`config.mk`:
```
export PLATFORM = sky130hd
export DESIGN_NAME = branch_resolve
export DESIGN_NICKNAME = d
export VERILOG_FILES = /design/src/rtl/mips_pkg.sv /design/src/rtl/br_target_calc.sv /design/src/rtl/branch_resolve.sv
export SDC_FILE = /design/constraint.sdc
export NUM_CORES = 1
export LEC_CHECK = 0
export ABC_AREA = 0
export BUFFER_PORTS_ARGS = -buffer_cell sky130_fd_sc_hd__buf_2
export CAP_MARGIN = 20
export CORE_MARGIN = 10
export CORE_UTILIZATION = 52
export DETAILED_ROUTE_END_ITERATION = 8
export PLACE_DENSITY = 0.94
export SYNTH_ARGS = -nofsm -noshare
export SYNTH_HDL_FRONTEND = slang
export SYNTH_SLANG_ARGS = --single-unit
```
`constraint.sdc`:
```
create_clock -name clk -period 4.79 [get_ports clk]
set_clock_uncertainty 0.15 [all_clocks]
set_input_delay 0.958 -clock clk [delete_from_list [all_inputs] [get_ports clk]]
set_output_delay 0.958 -clock clk [all_outputs]
set_load 0.005 [all_outputs]
```
`src/rtl/mips_pkg.sv`:
```
// Shared MIPS front-end definitions: branch-type and FSM encodings plus
// datapath widths used by the branch resolution slice.
package mips_pkg;

  localparam int unsigned INSN_BYTES = 4;
  localparam int unsigned XLEN       = 32;
  localparam int unsigned IMM_W      = 16;
  localparam int unsigned JIDX_W     = 26;

  typedef enum logic [1:0] {
    BR_NONE = 2'd0,
    BR_COND = 2'd1,
    BR_JUMP = 2'd2,
    BR_JR   = 2'd3
  } br_type_e;

  typedef enum logic [1:0] {
    S_IDLE  = 2'd0,
    S_SLOT  = 2'd1,
    S_REDIR = 2'd2
  } state_e;

endpackage

```
`src/rtl/br_target_calc.sv`:
```
// Combinational branch/jump target computation.
// Ports: br_type (encoding from mips_pkg), pc, imm (signed word offset),
//        jidx (jump index), rs_val (JR register) -> target_c.
module br_target_calc
  import mips_pkg::*;
(
  input  logic [1:0]        br_type,
  input  logic [XLEN-1:0]   pc,
  input  logic [IMM_W-1:0]  imm,
  input  logic [JIDX_W-1:0] jidx,
  input  logic [XLEN-1:0]   rs_val,
  output logic [XLEN-1:0]   target_c
);

  logic [XLEN-1:0] pc_plus4;
  logic [XLEN-1:0] imm_off;

  assign pc_plus4 = pc + XLEN'(INSN_BYTES);
  // Word offset sign-extended and scaled to bytes.
  assign imm_off  = {{(XLEN-IMM_W-2){imm[IMM_W-1]}}, imm, 2'b00};

  always_comb begin
    target_c = pc_plus4;
    case (br_type_e'(br_type))
      BR_COND: target_c = pc_plus4 + imm_off;
      BR_JUMP: target_c = {pc_plus4[XLEN-1:XLEN-4], jidx, 2'b00};
      BR_JR:   target_c = rs_val;
      default: target_c = pc_plus4;
    endcase
  end

endmodule

```
`src/rtl/branch_resolve.sv`:
```
// Branch/jump resolution: decides taken from the ALU Z flag, latches the
// target, lets DELAY_SLOTS instructions through, then holds a redirect
// to fetch until accepted. Keeps saturating branch/taken statistics.
// Ports: clk, reset (sync, active-high); in_valid/in_ready EX handshake with
//        br_type, alu_z, pc, imm, jidx, rs_val; redirect_valid/redirect_pc/
//        redirect_ready to fetch; slot_branch_err pulse; br_count, taken_count.
module branch_resolve
  import mips_pkg::*;
#(
  parameter int unsigned DELAY_SLOTS = 1,
  parameter int unsigned CNT_W       = 16
) (
  input  logic              clk,
  input  logic              reset,
  input  logic              in_valid,
  output logic              in_ready,
  input  logic [1:0]        br_type,
  input  logic              alu_z,
  input  logic [XLEN-1:0]   pc,
  input  logic [IMM_W-1:0]  imm,
  input  logic [JIDX_W-1:0] jidx,
  input  logic [XLEN-1:0]   rs_val,
  output logic              redirect_valid,
  output logic [XLEN-1:0]   redirect_pc,
  input  logic              redirect_ready,
  output logic              slot_branch_err,
  output logic [CNT_W-1:0]  br_count,
  output logic [CNT_W-1:0]  taken_count
);

  localparam int unsigned     SLOT_W    = 2;
  localparam logic [SLOT_W:0] SLOT_LAST = (SLOT_W+1)'(DELAY_SLOTS);
  localparam logic [CNT_W-1:0] CNT_MAX  = '1;

  state_e            state_q, state_d;
  logic [SLOT_W-1:0] slot_cnt_q, slot_cnt_d;
  logic [XLEN-1:0]   tgt_q, tgt_d;
  logic [XLEN-1:0]   target_c;
  logic              xfer_c, is_br_c, taken_c;
  logic              br_inc_c, taken_inc_c, err_c;

  br_target_calc u_tgt (
    .br_type  (br_type),
    .pc       (pc),
    .imm      (imm),
    .jidx     (jidx),
    .rs_val   (rs_val),
    .target_c (target_c)
  );

  assign xfer_c      = in_valid & in_ready;
  assign is_br_c     = (br_type_e'(br_type) != BR_NONE);
  assign redirect_pc = tgt_q;

  // Z=0 means the zero-compare condition held.
  always_comb begin
    taken_c = 1'b0;
    case (br_type_e'(br_type))
      BR_COND:       taken_c = ~alu_z;
      BR_JUMP, BR_JR: taken_c = 1'b1;
      default:       taken_c = 1'b0;
    endcase
  end

  // Next-state, target capture and counter/error strobes.
  always_comb begin
    state_d     = state_q;
    slot_cnt_d  = slot_cnt_q;
    tgt_d       = tgt_q;
    br_inc_c    = 1'b0;
    taken_inc_c = 1'b0;
    err_c       = 1'b0;
    case (state_q)
      S_IDLE: begin
        if (xfer_c && is_br_c) begin
          br_inc_c = 1'b1;
          if (taken_c) begin
            taken_inc_c = 1'b1;
            tgt_d       = target_c;
            slot_cnt_d  = '0;
            state_d     = (DELAY_SLOTS == 0) ? S_REDIR : S_SLOT;
          end
        end
      end
      S_SLOT: begin
        // Branches in a slot are dropped and flagged, but still use up the slot.
        if (xfer_c) begin
          slot_cnt_d = slot_cnt_q + SLOT_W'(1);
          err_c      = is_br_c;
          if (({1'b0, slot_cnt_q} + (SLOT_W+1)'(1)) == SLOT_LAST) begin
            state_d = S_REDIR;
          end
        end
      end
      S_REDIR: begin
        if (redirect_valid && redirect_ready) begin
          state_d = S_IDLE;
        end
      end
      default: state_d = S_IDLE;
    endcase
  end

  // State, handshake outputs and statistics registers.
  always_ff @(posedge clk) begin
    if (reset) begin
      state_q         <= S_IDLE;
      slot_cnt_q      <= '0;
      tgt_q           <= '0;
      in_ready        <= 1'b1;
      redirect_valid  <= 1'b0;
      slot_branch_err <= 1'b0;
      br_count        <= '0;
      taken_count     <= '0;
    end else begin
      state_q         <= state_d;
      slot_cnt_q      <= slot_cnt_d;
      tgt_q           <= tgt_d;
      in_ready        <= (state_d != S_REDIR);
      redirect_valid  <= (state_d == S_REDIR);
      slot_branch_err <= err_c;
      if (br_inc_c && (br_count != CNT_MAX)) begin
        br_count <= br_count + CNT_W'(1);
      end
      if (taken_inc_c && (taken_count != CNT_MAX)) begin
        taken_count <= taken_count + CNT_W'(1);
      end
    end
  end

endmodule
```
==> results.cfg <==
[synth]
async_flop_share = 0
synth_warnings = 0
avgSynthCellArea_sq_um = 7.83
synth.ff_latch_count = 71
synth.distinct_cells = 60
synthesis.nets = 860
synth-main-ff-cell = sky130_fd_sc_hd__dfxtp_1
synth_sequential_area_ratio = 0.256
synth_enable_flop_cells = 0
syn-cell-area_sq_mm = 0.00555
post_synth_inst_count = 708

[worst_hold_path]
worstHoldPathCells = 2
hold_start = redirect_pc[10]$_SDFFE_PP0P_
worstHoldPathType = reg -> reg
min_to = redirect_pc[10]$_SDFFE_PP0P_

[place]
place_inst = 1001
dpl_worst_slack_ns = 0.334
port_buffers = 179
dp.final_hpwl_mm = 14.4
gp_congestion = 0.988

[timing]
timing_worst_slew_pin_value_ns = 0.848
finalMaxSlewViolations = 0
worst_slack_ns = 0.667
layout_min_cycle_time_ns = 4.12
timing.final.crit_share = 0.861
tns_ns = 0
max_clock_freq_mhz = 243
finalSetupViolations = 0
rsz0062_at_grt = false
finalHoldViolations = 0
max-slew-margin-rel = 0.433

[floorplan]
std_cell_rows = 37
height_of_the_chip_um = 123
ioPinCount = 180
overall_die_area_sq_mm = 0.0152
floorplan.core_area_sq_mm = 0.0104
die-width_um = 123
start_util = 0.535

[critical_path]
crit_path_max_incr_delay_ns = 0.44
timing.reg2reg.setup_slack_ns = 1.97
crit_path_end_kind = flop
worst_r2r_endpoint = redirect_pc[24]$_SDFFE_PP0P_
timing.setup.critical_path_class = in -> reg
regToRegStartpoint = state_q[1]$_SDFF_PP0_
timing.critical_path.max_delay_family = simple AND/OR/NAND/NOR gates
required_time_at_the_worst_slack_endpoint_ns = 4.91
worstPathMaxFanout = 7
cp_num_buf_inv = 1
setup.worst_path.start_class = input pin
timing.critical_path.slowest_stage_cell = sky130_fd_sc_hd__or4_1
register_to_register_path_depth = 9
worstPathArrival_ns = 4.24
critical_path.cell_chain = buf_2, ha_1, nand4_1, nor3_1, nand3_1, xnor2_1, ha_1, nand2_1, o21ai_0, nor3_1, a21oi_1, a41oi_1, or4_1, o211ai_1

[global_routing]
grt.busiest_layer = met2
global_route_wire_length_before_repair_mm = 27.9
vias_in_the_first_global_route = 5803
initial_antenna_violation_count = 1
remaining_global_route_overflow = 0
grt_use_met1 = 0.260
gr-usage-all-layers = 0.223
pin_count_of_the_biggest_net_entering_global_routing = 41
met3_usage = 0.0615
grt_use_met2 = 0.384

[clock_tree]
cts-htree-levels = 3
setup_bufs_post_cts = 0
numClockSinks = 71
cts_buffers = 9
postCtsResizedCells = 0
clkLatencyLatePin_ns = 0.35
cts_stage_hold_buffer_count = 0
clockRootBuffer = sky130_fd_sc_hd__clkbuf_8
clkSlewWorstSetupHoldPaths_ns = 0.08
clock_path_buffers = 2
cts_tree = done

[cells_and_area]
num_antenna_cells = 0
post_layout_nonfiller_instances = 1017
final_layout_size_suffix_gt1_frac = 0.249
area_growth_syn_to_layout_pct = 22.4
num-nets-final = 1028

[drt]
route.antenna.remaining_nets = 0
drt_pre_antenna_iters = 5
drc = 0
routed-via-count = 6067
dr.first_iter.drc_count = 582
routed_wire_length_per_instance_um = 17.7
totalWireLength_mm = 18.0
drt-vias-per-instance = 5.97

[flow_run]
max_cap_violations = 0

[pwr]
power_density_mw_per_mm2 = 253
p_total_mw = 1.72
leakage_power_nw = 3.09
worst_ir_drop_vdd_mv = 0.137

[run_status]
outcome = complete, no violations
per-layer routing:
layer  up-vias  wire [um]
li1       2915          -
met1      2805       7270
met2       306       8560
met3        41       1690
met4         0        500
met5         -          0
registers in the layout, indices dropped and copies added, names as in the netlist:
register and flops:
redirect_valid 1, taken_count 16, in_ready 1, redirect_pc 32, state_q 2, slot_branch_err 1
slot_cnt_q 2, br_count 16
tightest hold or removal path: stages (launching register included):
cell and delay (ns):
sky130_fd_sc_hd__dfxtp_1 0.31, sky130_fd_sc_hd__nand2_1 0.05, sky130_fd_sc_hd__a21oi_1 0.05
cells in the mapped netlist (4+ instances only):
cell type / count / share of area
sky130_fd_sc_hd__nand2b_1: 5 / 0.0056
sky130_fd_sc_hd__nor3_1: 15 / 0.014
sky130_fd_sc_hd__a31oi_1: 6 / 0.0068
sky130_fd_sc_hd__and3_1: 7 / 0.0079
sky130_fd_sc_hd__nand3_1: 36 / 0.032
sky130_fd_sc_hd__o31ai_1: 4 / 0.0054
sky130_fd_sc_hd__xor2_1: 37 / 0.058
sky130_fd_sc_hd__o21bai_1: 5 / 0.0068
sky130_fd_sc_hd__a21o_1: 15 / 0.020
sky130_fd_sc_hd__clkbuf_1: 28 / 0.019
sky130_fd_sc_hd__nor2b_1: 8 / 0.0090
sky130_fd_sc_hd__ha_1: 38 / 0.086
sky130_fd_sc_hd__xnor2_1: 39 / 0.062
sky130_fd_sc_hd__mux2i_1: 27 / 0.049
sky130_fd_sc_hd__a311oi_1: 6 / 0.0095
sky130_fd_sc_hd__or3_1: 4 / 0.0045
sky130_fd_sc_hd__o21ai_0: 33 / 0.030
sky130_fd_sc_hd__a221oi_1: 19 / 0.030
sky130_fd_sc_hd__inv_1: 18 / 0.012
sky130_fd_sc_hd__a21oi_1: 61 / 0.055
sky130_fd_sc_hd__o21a_1: 7 / 0.0095
sky130_fd_sc_hd__a211oi_1: 4 / 0.0054
sky130_fd_sc_hd__dfxtp_1: 71 / 0.26
sky130_fd_sc_hd__nand4_1: 21 / 0.024
sky130_fd_sc_hd__nor2_1: 78 / 0.053
sky130_fd_sc_hd__mux2_2: 5 / 0.010
sky130_fd_sc_hd__nand2_1: 60 / 0.041
per-stage QoR:
step,area (sq um),hold WS (ns),utilization
3_5_place_dp,6560,0.286,0.633
2_1_floorplan,5550,0.282,-
3_3_place_gp,6560,0.280,0.633
6_report,6790,0.308,0.655
4_1_cts,6790,0.310,0.655
5_1_grt,6790,0.326,0.655
layout by cell type (no fill, tap or decap), types with 6 or more instances in the layout:
| cell | count |
|---|---|
| sky130_fd_sc_hd__buf_2 | 179 |
| sky130_fd_sc_hd__nor2_1 | 78 |
| sky130_fd_sc_hd__dfxtp_1 | 71 |
| sky130_fd_sc_hd__a21oi_1 | 61 |
| sky130_fd_sc_hd__nand2_1 | 60 |
| sky130_fd_sc_hd__xnor2_1 | 39 |
| sky130_fd_sc_hd__ha_1 | 38 |
| sky130_fd_sc_hd__xor2_1 | 37 |
| sky130_fd_sc_hd__nand3_1 | 36 |
| sky130_fd_sc_hd__o21ai_0 | 33 |
| sky130_fd_sc_hd__mux2i_1 | 27 |
| sky130_fd_sc_hd__nand4_1 | 21 |
| sky130_fd_sc_hd__a221oi_1 | 19 |
| sky130_fd_sc_hd__inv_1 | 18 |
| sky130_fd_sc_hd__nor3_1 | 15 |
| sky130_fd_sc_hd__a21o_1 | 15 |
| sky130_fd_sc_hd__clkbuf_8 | 9 |
| sky130_fd_sc_hd__buf_4 | 9 |
| sky130_fd_sc_hd__nor2b_1 | 8 |
| sky130_fd_sc_hd__and3_1 | 7 |
| sky130_fd_sc_hd__o21a_1 | 7 |
| sky130_fd_sc_hd__a31oi_1 | 6 |
| sky130_fd_sc_hd__a311oi_1 | 6 |
area by class of cell:
class | count | area [sq um]
timing repair buffer | 188 | 963
clock buffer | 9 | 124
multi-input combinational | 588 | 3940
inverter | 18 | 67.6
sequential | 71 | 1420
clock inverter | 7 | 104
tap | 136 | 170
fill | 922 | 3580
how the worst max path moves through the flow:
stage,slack (ns),start,depth (start not counted),to
global placement,0.36,pc[2],14,redirect_pc[30]$_SDFFE_PP0P_
floorplan,0.74,pc[2],14,redirect_pc[30]$_SDFFE_PP0P_
global route,0.44,pc[2],16,redirect_pc[28]$_SDFFE_PP0P_
CTS,0.70,pc[2],14,redirect_pc[30]$_SDFFE_PP0P_
detailed placement,0.33,pc[2],14,redirect_pc[30]$_SDFFE_PP0P_
finish,0.67,pc[2],14,redirect_pc[30]$_SDFFE_PP0P_
cell families (layout without fill, tap and decap cells):
group,count (synthesis),after routing,synth area share
AND/OR/NAND/NOR,259,259,0.227
AO/OA/AOI/OAI,182,182,0.215
XOR/XNOR,76,76,0.120
flip-flops,71,71,0.256
buffers and inverters,49,222,0.0336
adder cells (fa/ha/maj),39,39,0.0893
multiplexers,32,32,0.0589
where the power goes:
group	internal, mW	switching, mW	leakage, nW	total, mW
Sequential	0.623	0.0215	0.578	0.644
Clock	0.300	0.260	0.114	0.560
Combinational	0.219	0.296	2.40	0.515
Total	1.14	0.578	3.09	1.72
No activity file was read; power rests on OpenSTA's default activity.
